File: src/rtl/gusn_pkg.sv
// Shared definitions for the classifier datapath: class count, argmax index width,
// dense-layer FSM states and the ROM address width helper.
package gusn_pkg;

  localparam int unsigned NUM_CLASSES = 10;
  localparam int unsigned IDX_W       = 4;

  typedef enum logic [2:0] {
    StIdle,
    StFetch,
    StDrain,
    StWrite,
    StOut
  } dense_state_t;

  // Each neuron occupies in_n weight words followed by one bias word.
  function automatic int unsigned rom_addr_w(input int unsigned in_n);
    return $clog2(NUM_CLASSES * (in_n + 1));
  endfunction

endpackage

File: src/rtl/sat_rshift.sv
// Combinational arithmetic right shift (floor) followed by a signed clamp to WIDTH bits.
module sat_rshift #(
  parameter int unsigned ACC_W = 24,
  parameter int unsigned FRAC  = 6,
  parameter int unsigned WIDTH = 8
) (
  input  logic [ACC_W-1:0] i_acc,
  output logic [WIDTH-1:0] o_sat
);

  localparam logic signed [ACC_W-1:0] MaxV = {{(ACC_W-WIDTH+1){1'b0}}, {(WIDTH-1){1'b1}}};
  localparam logic signed [ACC_W-1:0] MinV = {{(ACC_W-WIDTH+1){1'b1}}, {(WIDTH-1){1'b0}}};

  logic signed [ACC_W-1:0] w_shift;

  assign w_shift = $signed(i_acc) >>> FRAC;

  always_comb begin
    if (w_shift > MaxV) begin
      o_sat = MaxV[WIDTH-1:0];
    end else if (w_shift < MinV) begin
      o_sat = MinV[WIDTH-1:0];
    end else begin
      o_sat = w_shift[WIDTH-1:0];
    end
  end

endmodule

File: src/rtl/dense_out10.sv
// Time-multiplexed 10-neuron output layer: one signed MAC walks the weight/bias ROM,
// saturates each logit and hands the full vector to argmax with a one-cycle start pulse.
module dense_out10 import gusn_pkg::*; #(
  parameter int unsigned WIDTH  = 8,
  parameter int unsigned IN_N   = 16,
  parameter int unsigned W_W    = 8,
  parameter int unsigned ACC_W  = 24,
  parameter int unsigned FRAC   = 6,
  localparam int unsigned ADDR_W = rom_addr_w(IN_N)
) (
  input  logic                         clk,
  input  logic                         reset,
  input  logic [IN_N*WIDTH-1:0]        in_vec,
  input  logic                         in_valid,
  output logic                         in_ready,
  output logic [ADDR_W-1:0]            w_addr,
  input  logic [W_W-1:0]               w_rdata,
  output logic [NUM_CLASSES*WIDTH-1:0] out_vec,
  input  logic                         out_ready,
  output logic                         out_start
);

  localparam int unsigned KW     = $clog2(IN_N + 1);
  localparam int unsigned Stride = IN_N + 1;

  dense_state_t                   r_state, w_state_next;
  logic [IN_N*WIDTH-1:0]          r_in;
  logic [IDX_W-1:0]               r_n;
  logic [KW-1:0]                  r_k;
  logic [KW-1:0]                  r_pk;
  logic                           r_pvalid;
  logic [ACC_W-1:0]               r_acc;
  logic [NUM_CLASSES*WIDTH-1:0]   r_out;

  logic [WIDTH-1:0]               w_act;
  logic signed [WIDTH+W_W-1:0]    w_prod;
  logic [ACC_W-1:0]               w_term;
  logic [WIDTH-1:0]               w_logit;

  always_comb begin
    w_state_next = r_state;
    in_ready     = 1'b0;
    out_start    = 1'b0;
    w_addr       = '0;
    unique case (r_state)
      StIdle: begin
        in_ready = 1'b1;
        if (in_valid) w_state_next = StFetch;
      end
      StFetch: begin
        w_addr = ADDR_W'(r_n * Stride + r_k);
        if (r_k == KW'(IN_N)) w_state_next = StDrain;
      end
      StDrain: w_state_next = StWrite;
      StWrite: begin
        w_state_next = (r_n == IDX_W'(NUM_CLASSES - 1)) ? StOut : StFetch;
      end
      StOut: begin
        if (out_ready) begin
          out_start    = 1'b1;
          w_state_next = StIdle;
        end
      end
      default: w_state_next = StIdle;
    endcase
  end

  always_ff @(posedge clk) begin
    if (reset) r_state <= StIdle;
    else       r_state <= w_state_next;
  end

  // Select the activation matching the word now returning from the ROM.
  always_comb begin
    w_act = '0;
    for (int unsigned i = 0; i < IN_N; i++) begin
      if (r_pk == KW'(i)) w_act = r_in[i*WIDTH +: WIDTH];
    end
  end

  assign w_prod = $signed(w_act) * $signed(w_rdata);

  always_comb begin
    if (r_pk == KW'(IN_N)) begin
      w_term = {{(ACC_W-W_W){w_rdata[W_W-1]}}, w_rdata} << FRAC;
    end else begin
      w_term = {{(ACC_W-WIDTH-W_W){w_prod[WIDTH+W_W-1]}}, w_prod};
    end
  end

  sat_rshift #(
    .ACC_W (ACC_W),
    .FRAC  (FRAC),
    .WIDTH (WIDTH)
  ) u_sat (
    .i_acc (r_acc),
    .o_sat (w_logit)
  );

  always_ff @(posedge clk) begin
    if (reset) begin
      r_in     <= '0;
      r_n      <= '0;
      r_k      <= '0;
      r_pk     <= '0;
      r_pvalid <= 1'b0;
      r_acc    <= '0;
      r_out    <= '0;
    end else begin
      r_pvalid <= (r_state == StFetch);
      r_pk     <= r_k;
      if (r_pvalid) r_acc <= r_acc + w_term;
      case (r_state)
        StIdle: begin
          if (in_valid) begin
            r_in  <= in_vec;
            r_acc <= '0;
            r_n   <= '0;
            r_k   <= '0;
          end
        end
        StFetch: begin
          if (r_k != KW'(IN_N)) r_k <= r_k + 1'b1;
        end
        StWrite: begin
          r_out[r_n*WIDTH +: WIDTH] <= w_logit;
          r_acc <= '0;
          r_k   <= '0;
          if (r_n != IDX_W'(NUM_CLASSES - 1)) r_n <= r_n + 1'b1;
        end
        default: ;
      endcase
    end
  end

  assign out_vec = r_out;

endmodule

File: config.mk
export PLATFORM = sky130hd
export DESIGN_NAME = dense_out10
export DESIGN_NICKNAME = d
export VERILOG_FILES = /design/src/rtl/gusn_pkg.sv /design/src/rtl/sat_rshift.sv /design/src/rtl/dense_out10.sv
export SDC_FILE = /design/constraint.sdc
export NUM_CORES = 1
export LEC_CHECK = 0
export ABC_AREA = 1
export BUFFER_PORTS_ARGS = -buffer_cell sky130_fd_sc_hd__buf_2
export CORE_UTILIZATION = 30
export DETAILED_ROUTE_END_ITERATION = 12
export PLACE_DENSITY = 0.54
export SKIP_CTS_REPAIR_TIMING = 1
export SYNTH_ARGS = -nofsm -noshare
export SYNTH_HDL_FRONTEND = slang
export SYNTH_SLANG_ARGS = --single-unit
File: constraint.sdc
create_clock -name clk -period 6.4 [get_ports clk]
set_input_delay 0.32 -clock clk [delete_from_list [all_inputs] [get_ports clk]]
set_output_delay 0.32 -clock clk [all_outputs]
set_load 0.05 [all_outputs]
==> metrics.txt, run 1 <==
P_leak=between 8 and 9 nW; fin util=40.64%; vias=approximately 15000; Final WS setup=-509.4 ps; initial antenna violation count=1; Min Hold Slack=-7.544 ps; Mapped Nets=2337; area used by multi-input combinational logic=8957 um2; CP dominant cell by count=inv_1; clk buf depth=3; RSZ-0062 raised after global routing=yes; width of the die=222.5 um; placed inst area=17510 um2; CTS Root Cell=clkbuf_16; post-synthesis cell count=2068; Cell Area, Synth=between 10000 and 15000 um2; Main synth FF type=dfxtp_1; DR pass1 iterations=6; register area=5012 um2; ant diodes=0; core footprint=47850 um2; Max Freq=~0.14 GHz; Mean Syn Cell Area=7.054 um2; CTS tree=built; fraction of registers with async set/reset=0%; Final nets=approximately 2700; fin crit period=6909 ps; Worst Setup Start Kind=flip-flop; Finished Cell Area=19440 um2; critical path type=flip-flop to flip-flop; gpl congestion=0.8858; Yosys reg bits=250; IO buf count=229; hpwl dp=35600 um; largest net degree at the start of global routing=~110; DR iter-0 viols=849; Yosys Warn Count=0; Hold Vio Cnt, Final=6; DIE HEIGHT=222.5 um; total grt overflow=0; Layout Cells excl Fill=3073; final wirelength=46780 um; drt wl/cell=15.22 um; CTS sink cnt=250; CP max FO=8; Pwr Density=slightly above 400 nW/um2; worst r2r src=r_pk[1]; row count=80; failing checks=negative hold slack, negative setup slack; post-place setup slack=-768.6 ps; number of synthesized flops with an enable pin=0; fin crit share=108.0%; IO Count=230; layout cells sized above 1=27.18%; most common cell after layout, fill and taps aside=nor2_1; Die Area=49510 um2; max-cap violation count=0; Placed Cells=2991; vias in the first global route=14210; crit end category=flip-flop; hold_sp=in_vec[102]; status=finished, violations left; most frequent cells in the layout=nor2_1 (314), inv_1 (260), dfxtp_1 (246); final slew viol count=0; clock transition at the registers of the reported paths=60 ps; DR DRC count=0; clock latency on the worst-skew pair=560 ps; Critical-path top delay cell=fa_1; P&R area growth vs syn=33.29%; Netlist cell types=46; WP data arrival=between 7000 and 8000 ps; Slew headroom=a little under two fifths; Critical path origin=r_pk[1]; Via density=4.777; Initial Util=between 30 and 40%; fillers=4981; VDD IR-drop max=~0.25 mV; global-route wire length before repair=73770 um; htree depth=1; worst hold path type=primary input to flip-flop; final setup violation count=16; register area share after synthesis=around a third; slowest stage delay, CP=560 ps; final clock skew=14.29 ps; critical path required time=6840 ps; DRT antenna net count=0; Total Routing Usage GR=between 10% and 20%; cts bufs inserted=28; Worst Tran Pin Value=924.7 ps
[metrics by stage]
stage / hold slack, ps / TNS (ps) / total power, W
global route: 1.806 / -10810 / 0.008497
detailed placement: 447.6 / -9939 / 0.005363
CTS: -33.04 / -10420 / 0.007151
global placement: 443.5 / -7959 / 0.005352
finish: -7.544 / -4376 / 0.007922
floorplan: 424.5 / 0 / 0.003863
[flip-flops by register name (all words and copies together) (netlist names)]
signal    flops
r_in        128
out_vec      80
r_acc        24
r_k           5
r_pk          5
r_n           4
r_state       3
r_pvalid      1
[area by class of cell]
cell class	count	area share, %
clock buffers	35	3.900
clock inverters	15	1.190
inverters	296	5.804
multi-input cells	1448	46.07
flip-flops and latches	250	25.78
well taps	615	3.958
repair buffers	414	13.30
[synth_stat cells (2+ instances only)]
cell	number	area (um2)
nor2_1	340	1276
nand2_1	281	1055
inv_1	277	1040
o21ai_0	257	1286
dfxtp_1	250	5005
a21oi_1	205	1026
ha_1	72	900.9
nand3_1	70	350.3
clkbuf_1	63	236.5
fa_1	57	1141
nand4_1	35	219.0
nor3_1	29	145.1
inv_2	15	56.30
nor2_2	13	81.33
o211ai_1	11	82.58
xor2_1	11	96.34
o21ai_1	9	45.04
xnor2_1	7	61.31
or2_2	6	37.54
a21o_1	5	37.54
buf_2	5	25.02
nor3_2	5	50.05
nand2_2	4	25.02
nor3b_1	4	30.03
nor4_1	4	25.02
a31oi_1	3	18.77
clkinv_1	3	11.26
nor2_4	3	33.78
a211oi_1	2	15.01
a31o_2	2	17.52
buf_1	2	7.510
buf_4	2	15.01
o2111ai_1	2	17.52
o21a_1	2	15.01
[routing by layer]
layer | wire length (um) | share of wire [%] | track usage, %
met1 | 21460 | 46 | 24.63
met2 | 22410 | 48 | 31.04
met3 | 1967 | 4.2 | 2.076
met4 | 933 | 2.0 | 4.761
met5 | 9 | 0.019 | 0
[final timing paths]
| kind | to | slack, ps | cells after the start |
|---|---|---|---|
| setup / recovery | r_acc[23] | -510 | 41 |
| hold / removal | r_in[102] | -8 | 3 |
| setup reg to reg | r_acc[23] | -510 | 41 |
| hold reg to reg | r_in[85] | 450 | 2 |
[worst max-delay path, delay by kind of cell (launching register included)]
family / cells / cell delay (ps)
AO/OA/AOI/OAI: 4 / 570
XOR/XNOR: 1 / 140
adder cells (fa/ha/maj): 6 / 2750
buffers and inverters: 10 / 730
flip-flops: 1 / 330
AND/OR/NAND/NOR: 20 / 2240
[kinds of logic after synthesis]
logic type,Yosys count,synth area share (%)
buf+inv,370,9.683
flops,250,34.31
compound gates,502,17.77
fa+ha+maj,129,14.00
simple gates,798,23.05
xor+xnor,19,1.192
[power breakdown]
part / internal [W] / switching [W]
Sequential: 0.00165 / 0.0000609
Clock: 0.00108 / 0.000677
Combinational: 0.00202 / 0.00244
Total: 0.00475 / 0.00318
No activity file was read; power rests on OpenSTA's default activity.
==> run 2, diff against run 1 <==
--- a/config.mk
+++ b/config.mk
@@ -10,7 +10,6 @@
 export CORE_UTILIZATION = 30
 export DETAILED_ROUTE_END_ITERATION = 12
 export PLACE_DENSITY = 0.54
-export SKIP_CTS_REPAIR_TIMING = 1
 export SYNTH_ARGS = -nofsm -noshare
 export SYNTH_HDL_FRONTEND = slang
 export SYNTH_SLANG_ARGS = --single-unit
==> metrics.txt, run 2 (synthesized netlist as in run 1, its figures left out) <==
DR DRC count=0 (unchanged); CP dominant cell by count=nand3_2; Worst Tran Pin Value=935.6 ps (+10.89 ps); most common cell after layout, fill and taps aside=nor2_1; Comb pwr share=58.2% (+2.0 points); worst hold path type=primary input to flip-flop; drt wl/cell=15.30 um (+0.48%); clock transition at the registers of the reported paths=60 ps (about the same); critical path type=flip-flop to flip-flop; Critical-path top delay cell=fa_2; core footprint=47850 um2 (unchanged); failing checks=negative setup slack; vias in the first global route=14700 (+3.4%); Slew headroom=37.63% (-0.73 points); final clock skew=15.61 ps (+1.317 ps); CP max FO=7 (-1); width of the die=222.5 um (unchanged); largest net degree at the start of global routing=105 (unchanged); Setup TNS Final=-3564 ps (+811.9 ps); total grt overflow=0 (unchanged); Min Hold Slack=20.90 ps (+28.45 ps); layout cells sized above 1=29.17% (+2.0 points); initial antenna violation count=1 (unchanged); clock latency on the worst-skew pair=560 ps (about the same); hpwl dp=35600 um (unchanged); crit end category=flip-flop; Final WS setup=-381.4 ps (+128.0 ps); r2r worst-path depth=42 (+2.4%); CTS sink cnt=250 (unchanged); Biggest register=r_in; P&R area growth vs syn=39.15%; fillers=4891 (-1.8%); clk buf depth=3 (unchanged); Layout Cells excl Fill=3135 (+2.0%); Die Area=49510 um2 (unchanged); DR pass1 iterations=5 (-1); Clock Power Share=21.1% (-1.0 points); Max Freq=0.1475 GHz (+1.9%); post-place setup slack=-768.6 ps (unchanged); IO buf count=229 (unchanged); final slew viol count=0 (unchanged); Pwr Density=408.9 nW/um2 (+0.35%); Total Routing Usage GR=18.88% (+0.55 points); max reg flops=128 (unchanged); fin crit share=106.0% (-2.0 points); Placed Cells=2991 (unchanged); Via density=4.771 (-0.13%); DIE HEIGHT=222.5 um (unchanged); DRT antenna net count=0 (unchanged); P_leak=9.330 nW (+4.0%); vias=14960 (+1.9%); DR iter-0 viols=865 (+1.9%); fin crit period=6781 ps (-128.0 ps); IO Count=230 (unchanged); CTS tree=built; Switching Share=40.07% (about the same); WP data arrival=7280 ps (-70 ps); Switch Pwr=0.003326 W (+4.7%); VDD IR-drop max=0.3607 mV (+45%); global-route wire length before repair=76070 um (+3.1%); Initial Util=30.49% (unchanged); row count=80 (unchanged); cts bufs inserted=28 (unchanged); gpl congestion=0.8858 (unchanged); Hold Vio Cnt, Final=0 (-6); WHS Path Cells=3 (unchanged); final wirelength=47950 um (+2.5%); CTS Root Cell=clkbuf_16; critical path required time=6900 ps (+60 ps); final setup violation count=15 (-1); Worst Setup Start Kind=flip-flop; most frequent cells in the layout=nor2_1 (309), inv_1 (248), dfxtp_1 (245); Pint=0.004974 W (+4.8%); max-cap violation count=0 (unchanged); status=finished, violations left; slowest stage delay, CP=620 ps (+60 ps); RSZ-0062 raised after global routing=yes; Final nets=2769 (+2.3%); htree depth=1 (unchanged); ant diodes=0 (unchanged); Seq pwr share=20.6% (-1.0 points)
-- run 2: area by class of cell --
| class | count | area, um2 | area share, % |
|---|---|---|---|
| well taps | 615 | 769.5 | 3.791 |
| inverters | 296 | 1137 | 5.603 |
| clock buffers | 35 | 758.2 | 3.735 |
| clock inverters | 15 | 231.5 | 1.140 |
| repair buffers | 475 | 3189 | 15.71 |
| flip-flops and latches | 250 | 5014 | 24.70 |
| multi-input cells | 1449 | 9199 | 45.32 |
-- run 2: path summary, 6_finish.rpt --
| check | startpoint | endpoint | slack (ps) |
|---|---|---|---|
| hold / removal | in_vec[13] | r_in[13] | 20 |
| setup / recovery | r_pk[1] | r_acc[21] | -380 |
| setup reg to reg | r_pk[1] | r_acc[21] | -380 |
| hold reg to reg | r_in[121] | r_in[121] | 460 |
-- run 2: per-stage QoR --
stage | power, W | utilization (%) | cell area, um2
after global routing | 0.008867 | 42.42 | 20300
final | 0.008299 | 42.42 | 20300
after global placement | 0.005352 | 36.60 | 17510
after CTS | 0.007806 | 41.11 | 19670
after detailed placement | 0.005363 | 36.60 | 17510
after floorplan | 0.003863 | - | 14740
-- run 2: layer usage --
layer / global-route usage, % / routed length, um / vias to the layer above
met5: 0 / 9 / -
met4: 5.184 / 1022 / 2
met3: 2.116 / 1866 / 56
met2: 32.25 / 23080 / 298
met1: 25.06 / 21980 / 7030
li1: - / - / 7570
-- run 2: repair_timing --
item	CTS	global route
endpoints found under the setup margin	17	17
endpoints found under the hold margin	53	0
pin swaps	94	94
hold buffers	53	0
resized for setup	137	145
gates cloned	1	0
setup buffers	25	17
-- run 2: worst max-delay path: cells and delay by family, from the launching register on --
kind / cells / cell delay, ps
XOR/XNOR: 1 / 150
AND/OR/NAND/NOR: 22 / 2410
flip-flops: 1 / 330
AO/OA/AOI/OAI: 3 / 330
adder cells (fa/ha/maj): 6 / 2780
buffers and inverters: 10 / 710
-- run 2: power by group through the flow --
stage,Clock (W),Combinational [W],Sequential (W)
floorplan,0,0.00214,0.00172
global route,0.00185,0.00529,0.00172
global placement,0,0.00361,0.00174
CTS,0.00179,0.00431,0.00171
detailed placement,0,0.00362,0.00174
finish,0.00175,0.00483,0.00171
==> run 3, diff against run 2 <==
--- a/config.mk
+++ b/config.mk
@@ -7,6 +7,7 @@
 export LEC_CHECK = 0
 export ABC_AREA = 1
 export BUFFER_PORTS_ARGS = -buffer_cell sky130_fd_sc_hd__buf_2
+export CORE_ASPECT_RATIO = 1.4
 export CORE_UTILIZATION = 30
 export DETAILED_ROUTE_END_ITERATION = 12
 export PLACE_DENSITY = 0.54
==> metrics.txt, run 3 (synthesized netlist as in run 1, its figures left out) <==
status=finished, violations left; failing checks=negative setup slack; Pwr Density=421.3 nW/um2 (+3.0%); Via density=4.736 (-0.72%); final wirelength=49510 um (+3.2%); Slew headroom=30.94% (-6.7 points); Setup TNS Final=-4282 ps (-717.8 ps); Finished Cell Area=20180 um2 (-0.57%); largest net degree at the start of global routing=126 (+20%); fin util=42.03% (-0.40 points); Pint=0.004994 W (+0.41%); area used by multi-input combinational logic=9218 um2 (+0.20%); Final WS setup=-426.7 ps (-45.26 ps); final slew viol count=0 (unchanged); Total Routing Usage GR=19.79% (+0.91 points); global-route wire length before repair=78990 um (+3.8%); most common cell after layout, fill and taps aside=nor2_1; Clock Power Share=18.4% (-2.7 points); final setup violation count=16 (+1); max reg flops=128 (unchanged); fillers=4986 (+1.9%); slowest stage delay, CP=540 ps (-80 ps); clk buf depth=3 (unchanged); initial antenna violation count=0 (-1); Worst Tran Pin Value=1025 ps (+89.53 ps); placed inst area=17610 um2 (+0.56%); Switching Share=41.27% (+1.2 points); Comb pwr share=61.5% (+3.3 points); reg-to-reg setup timing slack=-430 ps (-50 ps); max-cap violation count=0 (unchanged); core footprint=48020 um2 (+0.37%); Worst Setup Start Kind=flip-flop; crit end category=flip-flop; worst r2r src=r_pk[4]; Initial Util=30.38% (-0.11 points); Min Hold Slack=15.37 ps (-5.537 ps); gpl congestion=0.8652 (-2.3%); IO buf count=229 (unchanged); worst hold path type=primary input to flip-flop; final clock skew=41.93 ps (+26.32 ps); RR Endpoint=r_acc[22]; most frequent cells in the layout=nor2_1 (309), inv_1 (254), dfxtp_1 (245); fin crit share=106.7% (+0.71 points); CTS sink cnt=250 (unchanged); Switch Pwr=0.003509 W (+5.5%); vias in the first global route=15340 (+4.3%); CTS Root Cell=clkbuf_16; total grt overflow=0 (unchanged); CP max FO=8 (+1); ant diodes=0 (unchanged); P&R area growth vs syn=38.35%; Final nets=2766 (-0.11%); DIE HEIGHT=262.9 um (+18%); VDD IR-drop max=0.2601 mV (-28%); Die Area=49520 um2 (about the same); drt wl/cell=15.74 um (+2.9%); DR pass1 iterations=5 (unchanged); hpwl dp=37320 um (+4.8%); DRT antenna net count=0 (unchanged); fin crit period=6827 ps (+45.26 ps); vias=14900 (-0.37%); Max Freq=0.1465 GHz (-0.66%); row count=95 (+19%); DR DRC count=0 (unchanged); Critical path origin=r_pk[4]; DR iter-0 viols=650 (-25%); critical path required time=6910 ps (about the same); clock latency on the worst-skew pair=570 ps (about the same); Critical-path top delay cell=fa_1; r2r worst-path depth=40 (-4.8%); critical path type=flip-flop to flip-flop; end point of the critical path=r_acc[22]; RSZ-0062 raised after global routing=yes; P_leak=9.268 nW (-0.67%); IO Count=230 (unchanged); Seq pwr share=20.1% (-0.5 points); register area=5016 um2 (about the same); WP data arrival=7340 ps (+60 ps); htree depth=1 (unchanged); CP dominant cell by count=nand2_1; CTS tree=built; Hold Vio Cnt, Final=0 (unchanged); clock transition at the registers of the reported paths=60 ps (about the same); Biggest register=r_in; layout cells sized above 1=29.41% (+0.25 points); cts bufs inserted=28 (unchanged); width of the die=188.4 um (-15%)
## run 3: critical path, delay by kind of cell (launching register included)
family	cells	cell delay [ps]
adder cells (fa/ha/maj)	6	2590
flip-flops	1	350
AO/OA/AOI/OAI	7	940
AND/OR/NAND/NOR	18	2080
XOR/XNOR	1	160
buffers and inverters	8	690
## run 3: layout make-up
cell class / instances / area share (%)
repair buffers: 473 / 15.54
clock buffers: 38 / 3.862
multi-input cells: 1448 / 45.67
clock inverters: 11 / 0.5146
inverters: 296 / 5.648
flip-flops and latches: 250 / 24.85
well taps: 630 / 3.906
## run 3: worst min-delay path by stage
stage	startpoint	endpoint	slack, ps	cells past startpoint
3_3_place_gp	r_in[84]	r_in[84]	440	2
3_5_place_dp	r_in[17]	r_in[17]	450	2
5_1_grt	in_vec[61]	r_in[61]	20	3
4_1_cts	in_vec[8]	r_in[8]	1	3
2_1_floorplan	r_in[104]	r_in[104]	420	2
6_report	in_vec[56]	r_in[56]	20	3
## run 3: routing by layer
metal  wire length (um)  track usage [%]
met4               2299            9.699
met5                  0                0
met3               1344            1.723
met1              20160            22.67
met2              25710            36.45
## run 3: power groups by stage
stage	registers, W	logic [W]	clock network (W)
after floorplan	0.00172	0.00214	0
after global placement	0.00174	0.00374	0
after detailed placement	0.00174	0.00376	0
after CTS	0.00171	0.00471	0.00161
after global routing	0.00172	0.00573	0.00166
final	0.00171	0.00523	0.00157
## run 3: repair_timing
action / in CTS / in global routing
endpoints found under the setup margin: 17 / 17
endpoints found under the hold margin: 30 / 0
buffers inserted: 37 / 19
pin swaps: 107 / 68
hold buffers: 30 / 0
resized for setup: 156 / 120
## run 3: per-stage QoR
step | setup slack (ps) | power [W] | cells
2_1_floorplan | 1.534 | 0.003863 | 2068
3_3_place_gp | -716.2 | 0.005485 | 3015
3_5_place_dp | -842.9 | 0.005504 | 3015
4_1_cts | -441.5 | 0.008032 | 3130
5_1_grt | -878.9 | 0.009116 | 3146
6_report | -426.7 | 0.008503 | 3146
